## config.mk

```make
export PLATFORM = sky130hd
export DESIGN_NAME = primogen_drv
export DESIGN_NICKNAME = d
export VERILOG_FILES = /design/src/rtl/primogen_drv.sv
export SDC_FILE = /design/constraint.sdc
export NUM_CORES = 1
export LEC_CHECK = 0
export ABC_AREA = 1
export CAP_MARGIN = 20
export CORE_MARGIN = 5
export CORE_UTILIZATION = 62
export DETAILED_ROUTE_END_ITERATION = 10
export GPL_TIMING_DRIVEN = 0
export PLACE_DENSITY_LB_ADDON = 0.2
export SYNTH_ARGS = -nofsm -noshare
export SYNTH_HDL_FRONTEND = slang
export SYNTH_SLANG_ARGS = --single-unit
```

## constraint.sdc

```tcl
create_clock -name clk -period 2.7 [get_ports clk]
set_input_delay 0.27 -clock clk [delete_from_list [all_inputs] [get_ports clk]]
set_output_delay 0.27 -clock clk [all_outputs]
set_load 0.01 [all_outputs]
```

## src/rtl/primogen_drv.sv

```systemverilog
// Initiator for the primogen go/ready/error/res handshake: collects a run of results
// into a local buffer for indexed readback and reports generator errors and stalls.
module primogen_drv #(
    parameter int WIDTH   = 16,
    parameter int DEPTH   = 32,
    parameter int AW      = 5,
    parameter int TIMEOUT = 65535,
    parameter int TW      = 16
) (
    input  logic             clk,
    input  logic             rst,
    input  logic             start,
    input  logic [AW:0]      count,
    output logic             busy,
    output logic             done,
    output logic             fail,
    output logic [1:0]       fail_code,
    output logic [AW:0]      n_valid,
    input  logic [AW-1:0]    rd_addr,
    output logic [WIDTH-1:0] rd_data,
    output logic             gen_go,
    input  logic             gen_ready,
    input  logic             gen_error,
    input  logic [WIDTH-1:0] gen_res
);

    localparam logic [2:0] S_IDLE      = 3'd0;
    localparam logic [2:0] S_WAIT_HIGH = 3'd1;
    localparam logic [2:0] S_CAPTURE   = 3'd2;
    localparam logic [2:0] S_GO        = 3'd3;
    localparam logic [2:0] S_WAIT_LOW  = 3'd4;
    localparam logic [2:0] S_FIN       = 3'd5;

    localparam logic [AW:0]   DEPTH_W = (AW + 1)'(DEPTH);
    localparam logic [TW-1:0] TO_LAST = TW'(TIMEOUT - 1);

    logic [2:0]       r_state;
    logic [AW:0]      r_target;
    logic [TW-1:0]    r_cnt;
    logic [AW:0]      r_n_valid;
    logic [1:0]       r_fail_code;
    logic             r_busy;
    logic             r_done;
    logic             r_fail;
    logic             r_gen_go;
    logic [WIDTH-1:0] r_rd_data;
    logic [WIDTH-1:0] r_buf [DEPTH];

    logic [AW:0] w_target;
    logic [AW:0] w_nv_inc;
    logic        w_timeout;
    logic        w_rd_hit;

    assign w_target  = (count > DEPTH_W) ? DEPTH_W : count;
    assign w_nv_inc  = r_n_valid + (AW + 1)'(1);
    // Fires on the wait cycle in which the counter would step onto TIMEOUT.
    assign w_timeout = (r_cnt == TO_LAST);
    assign w_rd_hit  = ({1'b0, rd_addr} < r_n_valid);

    // Buffer is deliberately unreset; n_valid masks stale entries on readback.
    always_ff @(posedge clk) begin
        if (r_state == S_CAPTURE && !gen_error) begin
            r_buf[r_n_valid[AW-1:0]] <= gen_res;
        end
    end

    always_ff @(posedge clk or posedge rst) begin
        if (rst) begin
            r_state     <= S_IDLE;
            r_target    <= '0;
            r_cnt       <= '0;
            r_n_valid   <= '0;
            r_fail_code <= 2'd0;
            r_busy      <= 1'b0;
            r_done      <= 1'b0;
            r_fail      <= 1'b0;
            r_gen_go    <= 1'b0;
            r_rd_data   <= '0;
        end else begin
            r_done    <= 1'b0;
            r_fail    <= 1'b0;
            r_gen_go  <= 1'b0;
            r_rd_data <= w_rd_hit ? r_buf[rd_addr] : '0;
            case (r_state)
                S_IDLE: begin
                    if (start) begin
                        r_target    <= w_target;
                        r_n_valid   <= '0;
                        r_fail_code <= 2'd0;
                        r_cnt       <= '0;
                        r_busy      <= 1'b1;
                        if (w_target == '0) begin
                            r_state <= S_FIN;
                        end else if (gen_ready) begin
                            r_state <= S_CAPTURE;
                        end else begin
                            r_state <= S_WAIT_HIGH;
                        end
                    end
                end
                S_CAPTURE: begin
                    if (gen_error) begin
                        r_fail_code <= 2'd1;
                        r_state     <= S_FIN;
                    end else begin
                        r_n_valid <= w_nv_inc;
                        if (w_nv_inc == r_target) begin
                            r_state <= S_FIN;
                        end else begin
                            r_gen_go <= 1'b1;
                            r_state  <= S_GO;
                        end
                    end
                end
                S_GO: begin
                    r_cnt   <= '0;
                    r_state <= S_WAIT_LOW;
                end
                S_WAIT_LOW: begin
                    if (w_timeout) begin
                        r_fail_code <= 2'd2;
                        r_state     <= S_FIN;
                    end else begin
                        r_cnt <= r_cnt + TW'(1);
                        if (!gen_ready) begin
                            r_state <= S_WAIT_HIGH;
                        end
                    end
                end
                S_WAIT_HIGH: begin
                    if (w_timeout) begin
                        r_fail_code <= 2'd2;
                        r_state     <= S_FIN;
                    end else begin
                        r_cnt <= r_cnt + TW'(1);
                        if (gen_ready) begin
                            r_state <= S_CAPTURE;
                        end
                    end
                end
                S_FIN: begin
                    r_busy  <= 1'b0;
                    r_state <= S_IDLE;
                    if (r_fail_code != 2'd0) begin
                        r_fail <= 1'b1;
                    end else begin
                        r_done <= 1'b1;
                    end
                end
                default: r_state <= S_IDLE;
            endcase
        end
    end

    assign busy      = r_busy;
    assign done      = r_done;
    assign fail      = r_fail;
    assign fail_code = r_fail_code;
    assign n_valid   = r_n_valid;
    assign rd_data   = r_rd_data;
    assign gen_go    = r_gen_go;

endmodule

```

==> flow_summary_export.csv, run 1 <==
group,metric,value,unit
sta,rsz0062_at_grt,"yes",
final_layout,finalInstanceArea,27600,um2
sta,max-slew-margin-rel,22.6,%
pwr,power.share.sequential,50.3,%
synth,netlist.area_leader.share,65.4,%
final_layout,fin_util,73.5,%
worst_setup_path,reg2reg_depth,6,
min_path,holdPathEnd,"r_target[2]",
synth,synth-async-reset-ratio,9.38,%
flow_run,cap_viol_max_count,0,
synth,synth-seq-cells,565,
synth,synth_area_leaders,"edfxtp_1 65%, nand2_1 9.7%, nand3_1 7.5%, dfrtp_1 5.6%, nor2_1 1.5%",
clock_tree,clk_latency,0.61,ns
floorplan,coreArea,37600,um2
clock_tree,clockBufferDepth,3,
sta,fin_ws,-0.131,ns
status,status,"complete, but fails checks",
drt,vias,17026,
synth,avgSynthCellArea,11.7,um2
final_layout,nets,2220,
final_layout,final_cells,2737,
pwr,internal_power,14.7,mW
clock_tree,root_buffer,"clkbuf_16",
status,violations,"setup timing",
synth,yosys.area.top_type,"edfxtp_1",
worst_setup_path,crit_path_end_kind,"register",
placement,hpwl,47200,um
drt,postRouteAntennaNets,0,
sta,clock_skew,0.0162,ns
pwr,vdd_drop_max,0.706,mV
global_route,globalRoute.totalOverflow,0,
worst_setup_path,worstReg2RegStart,"r_state[0]",
worst_setup_path,slowest_stage,"nor2_2",
min_path,min_from,"count[2]",
floorplan,start_util,62.6,%
min_path,whs_path_depth,3,
worst_setup_path,path_delay_family,"simple AND/OR/NAND/NOR gates",
sta,final.period_utilization,105,%
sta,fin_crit,2.83,ns
synth,yosysUniqueCellTypes,42,
placement,place.gp.congestion,0.976,
synth,synthesis.nets,2054,
worst_setup_path,worstSetupPathType,"reg2reg",
min_path,hp-class,"in2reg",
global_route,grt_pass1_wl,101000,um
worst_setup_path,path_max_fanout,12,
clock_tree,numCtsBuffers,55,
worst_setup_path,r2r_end,"r_buf[26][3]",
floorplan,rows,71,
synth,synth_edf_count,512,
synth,syn_inst,2012,
floorplan,dieWidth,205,um
worst_setup_path,reg2reg_setup_slack,-0.13,ns
sta,hold_viol_final,0,
final_layout,area_delta_synth_final,17.5,%
placement,dpl_cell_area,25600,um2
worst_setup_path,cp_cell_sequence,"nor2_1, nand2_1, nor2_2, nand2_1, nor2_2, buf_16",
drt,drc_errors,0,
pwr,swShare,24.9,%
final_layout,drive_above_1_share,12.0,%
clock_tree,cts_tree,"done",
clock_tree,path_clk_slew,0.06,ns
pwr,pwr-share-clk,38.5,%
floorplan,ioPinCount,60,
pwr,p_per_area,706,nW/um2
pwr,p_leak,10.0,nW
worst_setup_path,cp-start-kind,"register",
global_route,grt_pass1_vias,16588,
drt,routed_wirelength,69700,um
pwr,p_comb_share,11.2,%
floorplan,dieArea,41900,um2
drt,wire_per_inst,25.5,um
worst_setup_path,cp_num_buf_inv,1,
global_route,grt_max_degree,37,
worst_setup_path,critical-path-max-stage-delay,0.59,ns
global_route,grt.total_usage,32.8,%
clock_tree,htreeDepth,2,
sta,report.final.slew_viol_count,0,
synth,yosys_most_used_dff,"edfxtp_1",
placement,placed_cells,2623,
drt,drt_iter0_drc,2551,
synth,ys_seq_area_share,71.0,%
drt,drt_first_pass_iters,7,
worst_setup_path,cp_num_cells,6,
global_route,antenna_found_initial,2,
worst_setup_path,worstPathRequired,3.02,ns
placement,portBuffers,58,
sta,setup_violations,120,
drt,vias_per_cell,6.22,
clock_tree,clock-sinks,565,
pwr,p_sw,4.86,mW
floorplan,die_h,205,um
worst_setup_path,cp.arrival,3.15,ns
synth,synth_warnings,0,
sta,fmax,0.353,GHz
sta,tightest_slew,1.16,ns
synth,synthesis.area,23500,um2
[power by group through the flow]
stage,clock network [mW],registers (mW),logic [mW]
2_1_floorplan,0,10.0,1.24
3_3_place_gp,0,10.0,1.99
3_5_place_dp,0,10.0,2.10
4_1_cts,7.48,9.82,2.12
5_1_grt,7.87,9.83,2.37
6_report,7.51,9.82,2.19
[what timing repair did]
item,CTS,global route
gates resized for setup,3,15
hold buffers,1,0
endpoints found under the setup margin,43,232
hold endpoints to repair,17,0
pin swaps,0,2
setup buffers,0,3
[synthesized netlist by cell type (all sizes together) (2+ instances only)]
master / instances
nor2: 101
dfrtp: 53
nor3: 15
buf: 93
clkbuf: 22
ha: 10
nand4: 8
o21bai: 2
inv: 48
xnor2: 3
o31ai: 14
nor3b: 7
o22ai: 5
edfxtp: 512
a211oi: 14
o21ai: 50
xor2: 10
nand2: 608
nand3: 351
a21oi: 70
o211ai: 9
[worst min-delay path, stage by stage]
cell and delay [ns]:
clkdlybuf4s50_1 0.40, inv_1 0.08, o22ai_1 0.08
[worst max path at each step]
stage / startpoint / to / slack [ns]
5_1_grt: r_state[0] / r_buf[26][7] / -0.23
3_3_place_gp: gen_error / r_buf[13][6] / -0.91
6_report: r_state[0] / r_buf[26][3] / -0.13
2_1_floorplan: r_state[0] / r_buf[0][0] / 0.48
3_5_place_dp: rd_addr[1] / rd_data[8] / -0.16
4_1_cts: r_state[0] / r_buf[14][6] / -0.06
[per-stage QoR]
stage	setup TNS, ns	worst slack (ns)	total power [mW]	hold WS [ns]
after global routing	-32.34	-0.227	20.1	0.284
final	-6.32	-0.131	19.5	0.268
after floorplan	0	0.477	11.2	0.369
after detailed placement	-1.58	-0.157	12.1	0.458
after global placement	-324.43	-0.908	12.0	0.462
after CTS	-0.744	-0.0551	19.4	0.256
[registers in the layout, summed over array words and instances, names as in the netlist]
register / cells
r_buf: 512
r_cnt: 16
rd_data: 16
n_valid: 6
r_target: 6
r_state: 3
fail_code: 2
busy: 1
done: 1
fail: 1
gen_go: 1
[kinds of logic (layout without fill, tap and decap cells)]
logic type      count (synthesis)  in the layout  synth area share [%]
flops                         565            565                  71.0
buf+inv                       164            377                  3.97
xor+xnor                       13             13                 0.484
compound gates                170            170                  4.17
simple gates                 1090           1090                  19.8
other cells                     0              1                     0
fa+ha+maj                      10             10                 0.532
[layout by cell type (no fill, tap or decap), types with 28 or more instances in the layout]
master           netlist  routed
edfxtp_1             512     512
dfrtp_1               53      53
nand3_1              350     350
nand2_1              607     607
a21oi_1               69      69
inv_1                 41      40
buf_2                 38      38
clkbuf_1              22      41
buf_8                  0      28
clkdlybuf4s50_1        0      58
nor2_1                93      61
clkbuf_16              0      58
[area by class of cell]
type                       instances  area, um2
sequential                       565      16700
fill                            2385       9950
multi-input combinational       1283       6050
timing repair buffer             109       1570
clock buffer                      80       1540
buffer                           115        746
tap                              511        639
clock inverter                    24        200
inverter                          49        186
antenna                            1       2.50
[metal layers]
metal  GRT usage [%]  share of wire (%)  vias to the layer above
met3            7.71                 13                      243
met5               0                  0                        -
met4            16.5                5.6                        0
met2            52.0                 47                     1338
li1                -                  -                     7433
met1            43.0                 34                     8012
(Power assumes the default switching activity.)
==> run 2: changes to the inputs <==
- SKIP_LAST_GASP: not set -> 1
==> run 2 against run 1 <==
The run still ends with setup timing left. Register-to-register slack better by 0.03 ns. Count of clock-buffer cells in the layout did not move. Via count up 0.53%. Final area barely moved. Cell count is 0.11% higher. First-iteration DRC count is 0.63% higher. Critical endpoint is now r_buf[2][15].
==> flow_summary_export.csv, run 2 (same netlist as run 1, synthesis figures left out) <==
group,metric,value,unit
sta,fin_ws,-0.100,ns
drt,drt_iter0_drc,2567,
sta,tightest_slew,1.14,ns
clock_tree,clockBufferDepth,3,
global_route,grt.total_usage,32.8,%
clock_tree,path_clk_slew,0.06,ns
worst_setup_path,path_delay_family,"simple AND/OR/NAND/NOR gates",
clock_tree,cts_tree,"done",
worst_setup_path,worstSetupPathType,"reg2reg",
flow_run,cap_viol_max_count,0,
worst_setup_path,cp_cell_sequence,"nor2_1, nand2_1, nor2_2, nand2_1, nor2_4, buf_8",
clock_tree,htreeDepth,2,
global_route,grt_max_degree,37,
sta,clock_skew,0.0208,ns
pwr,vdd_drop_max,0.705,mV
status,status,"complete, but fails checks",
sta,setup_violations,135,
drt,drc_errors,0,
final_layout,seq_area,16700,um2
drt,vias,17116,
sta,hold_viol_final,0,
floorplan,dieArea,41900,um2
min_path,holdPathEnd,"r_target[2]",
worst_setup_path,worstPathRequired,3.02,ns
placement,portBuffers,58,
final_layout,area_delta_synth_final,17.6,%
drt,top_layer_used,"met4",
sta,fmax,0.357,GHz
sta,rsz0062_at_grt,"yes",
final_layout,final_common_cell,"nand2_1",
floorplan,ioPinCount,60,
pwr,p_total,19.5,mW
worst_setup_path,slowest_stage,"nand2_1",
status,violations,"setup timing",
drt,routed_wirelength,70000,um
final_layout,multi_input_area,6040,um2
pwr,p_per_area,706,nW/um2
worst_setup_path,r2r_end,"r_buf[2][15]",
final_layout,final_cell_mix,"606 x nand2_1, 512 x edfxtp_1, 350 x nand3_1",
placement,place.gp.congestion,0.976,
placement,placed_cells,2623,
worst_setup_path,critical-path-max-stage-delay,0.56,ns
sta,fin_crit,2.80,ns
placement,hpwl,47200,um
drt,wl_met2,32800,um
clock_tree,root_buffer,"clkbuf_16",
worst_setup_path,cp_num_buf_inv,1,
floorplan,dieWidth,205,um
min_path,whs_path_depth,3,
final_layout,drive_above_1_share,12.2,%
sta,max-slew-margin-rel,23.6,%
worst_setup_path,cp-start-kind,"register",
global_route,grt_pass1_vias,16582,
floorplan,rows,71,
clock_tree,clock-sinks,565,
drt,met3_length,9170,um
global_route,antenna_found_initial,2,
clock_tree,clk_latency,0.61,ns
worst_setup_path,path_max_fanout,9,
global_route,grt_pass1_wl,101000,um
worst_setup_path,crit_path_end_kind,"register",
global_route,globalRoute.totalOverflow,0,
sta,hold-worst-slack,0.262,ns
worst_setup_path,cp.arrival,3.12,ns
worst_setup_path,path_common_cell,"nand2_1",
floorplan,die_h,205,um
drt,postRouteAntennaNets,0,
floorplan,coreArea,37600,um2
worst_setup_path,reg2reg_depth,6,
final_layout,final_cells,2740,
sta,report.final.slew_viol_count,0,
worst_setup_path,reg2reg_setup_slack,-0.10,ns
drt,met1_length,24100,um
worst_setup_path,worstReg2RegStart,"r_state[0]",
clock_tree,numCtsBuffers,55,
final_layout,fillCellCount,2372,
final_layout,largest_reg_flops,512,
final_layout,nets,2223,
pwr,p_leak,10.0,nW
sta,final.period_utilization,104,%
min_path,min_from,"count[2]",
floorplan,start_util,62.6,%
drt,vias_per_cell,6.25,
min_path,hp-class,"in2reg",
drt,drt_first_pass_iters,6,
drt,wire_per_inst,25.6,um
run 2: area by class of cell:
class | instances | share of cell area [%]
Sequential cell | 565 | 60.4
Timing Repair Buffer | 112 | 5.76
Buffer | 115 | 2.70
Tap cell | 511 | 2.31
Multi-Input combinational cell | 1283 | 21.9
Clock buffer | 80 | 5.57
Clock inverter | 24 | 0.724
Antenna cell | 1 | 0.00905
Inverter | 49 | 0.674
run 2: worst max path at each step:
stage,startpoint,to,slack [ns],cells after the start
after floorplan,r_state[0],r_buf[0][0],0.48,5
after global placement,gen_error,r_buf[13][6],-0.91,4
after detailed placement,rd_addr[1],rd_data[8],-0.16,9
after CTS,r_state[0],r_buf[14][6],-0.06,6
after global routing,r_state[0],r_buf[26][7],-0.19,6
final,r_state[0],r_buf[2][15],-0.10,6
run 2: worst register-to-register path: stages (launching register included):
cell and delay (ns):
dfrtp_1 0.44, nor2_1 0.22, nand2_1 0.14, nor2_2 0.36
nand2_1 0.57, nor2_4 0.54, buf_8 0.23
run 2: repair_timing:
item	4_1_cts	5_1_grt
hold endpoints to repair	17	0
setup endpoints to repair	43	240
hold buffers	1	0
setup buffers	0	6
pin swaps	0	2
resized for setup	2	16
run 2: power by group:
part           switching, mW  total (mW)  internal [mW]
clock network           3.25        7.49           4.24
registers              0.105        9.82           9.71
logic                   1.49        2.20          0.709
total                   4.84        19.5           14.7
run 2: layer usage:
layer / vias to the layer above / track usage (%)
met4: 0 / 16.6
li1: 7442 / -
met3: 239 / 7.71
met1: 8056 / 43.0
met2: 1379 / 51.9
met5: - / 0
run 2: metrics by stage:
stage	setup TNS, ns	area, um2	util (%)	setup WS [ns]
after detailed placement	-1.58	25600	68.2	-0.157
after CTS	-0.762	27400	72.9	-0.0551
final	-8.24	27700	73.6	-0.100
after floorplan	0	23500	-	0.477
after global routing	-24.33	27700	73.6	-0.186
after global placement	-324.43	24700	65.8	-0.908
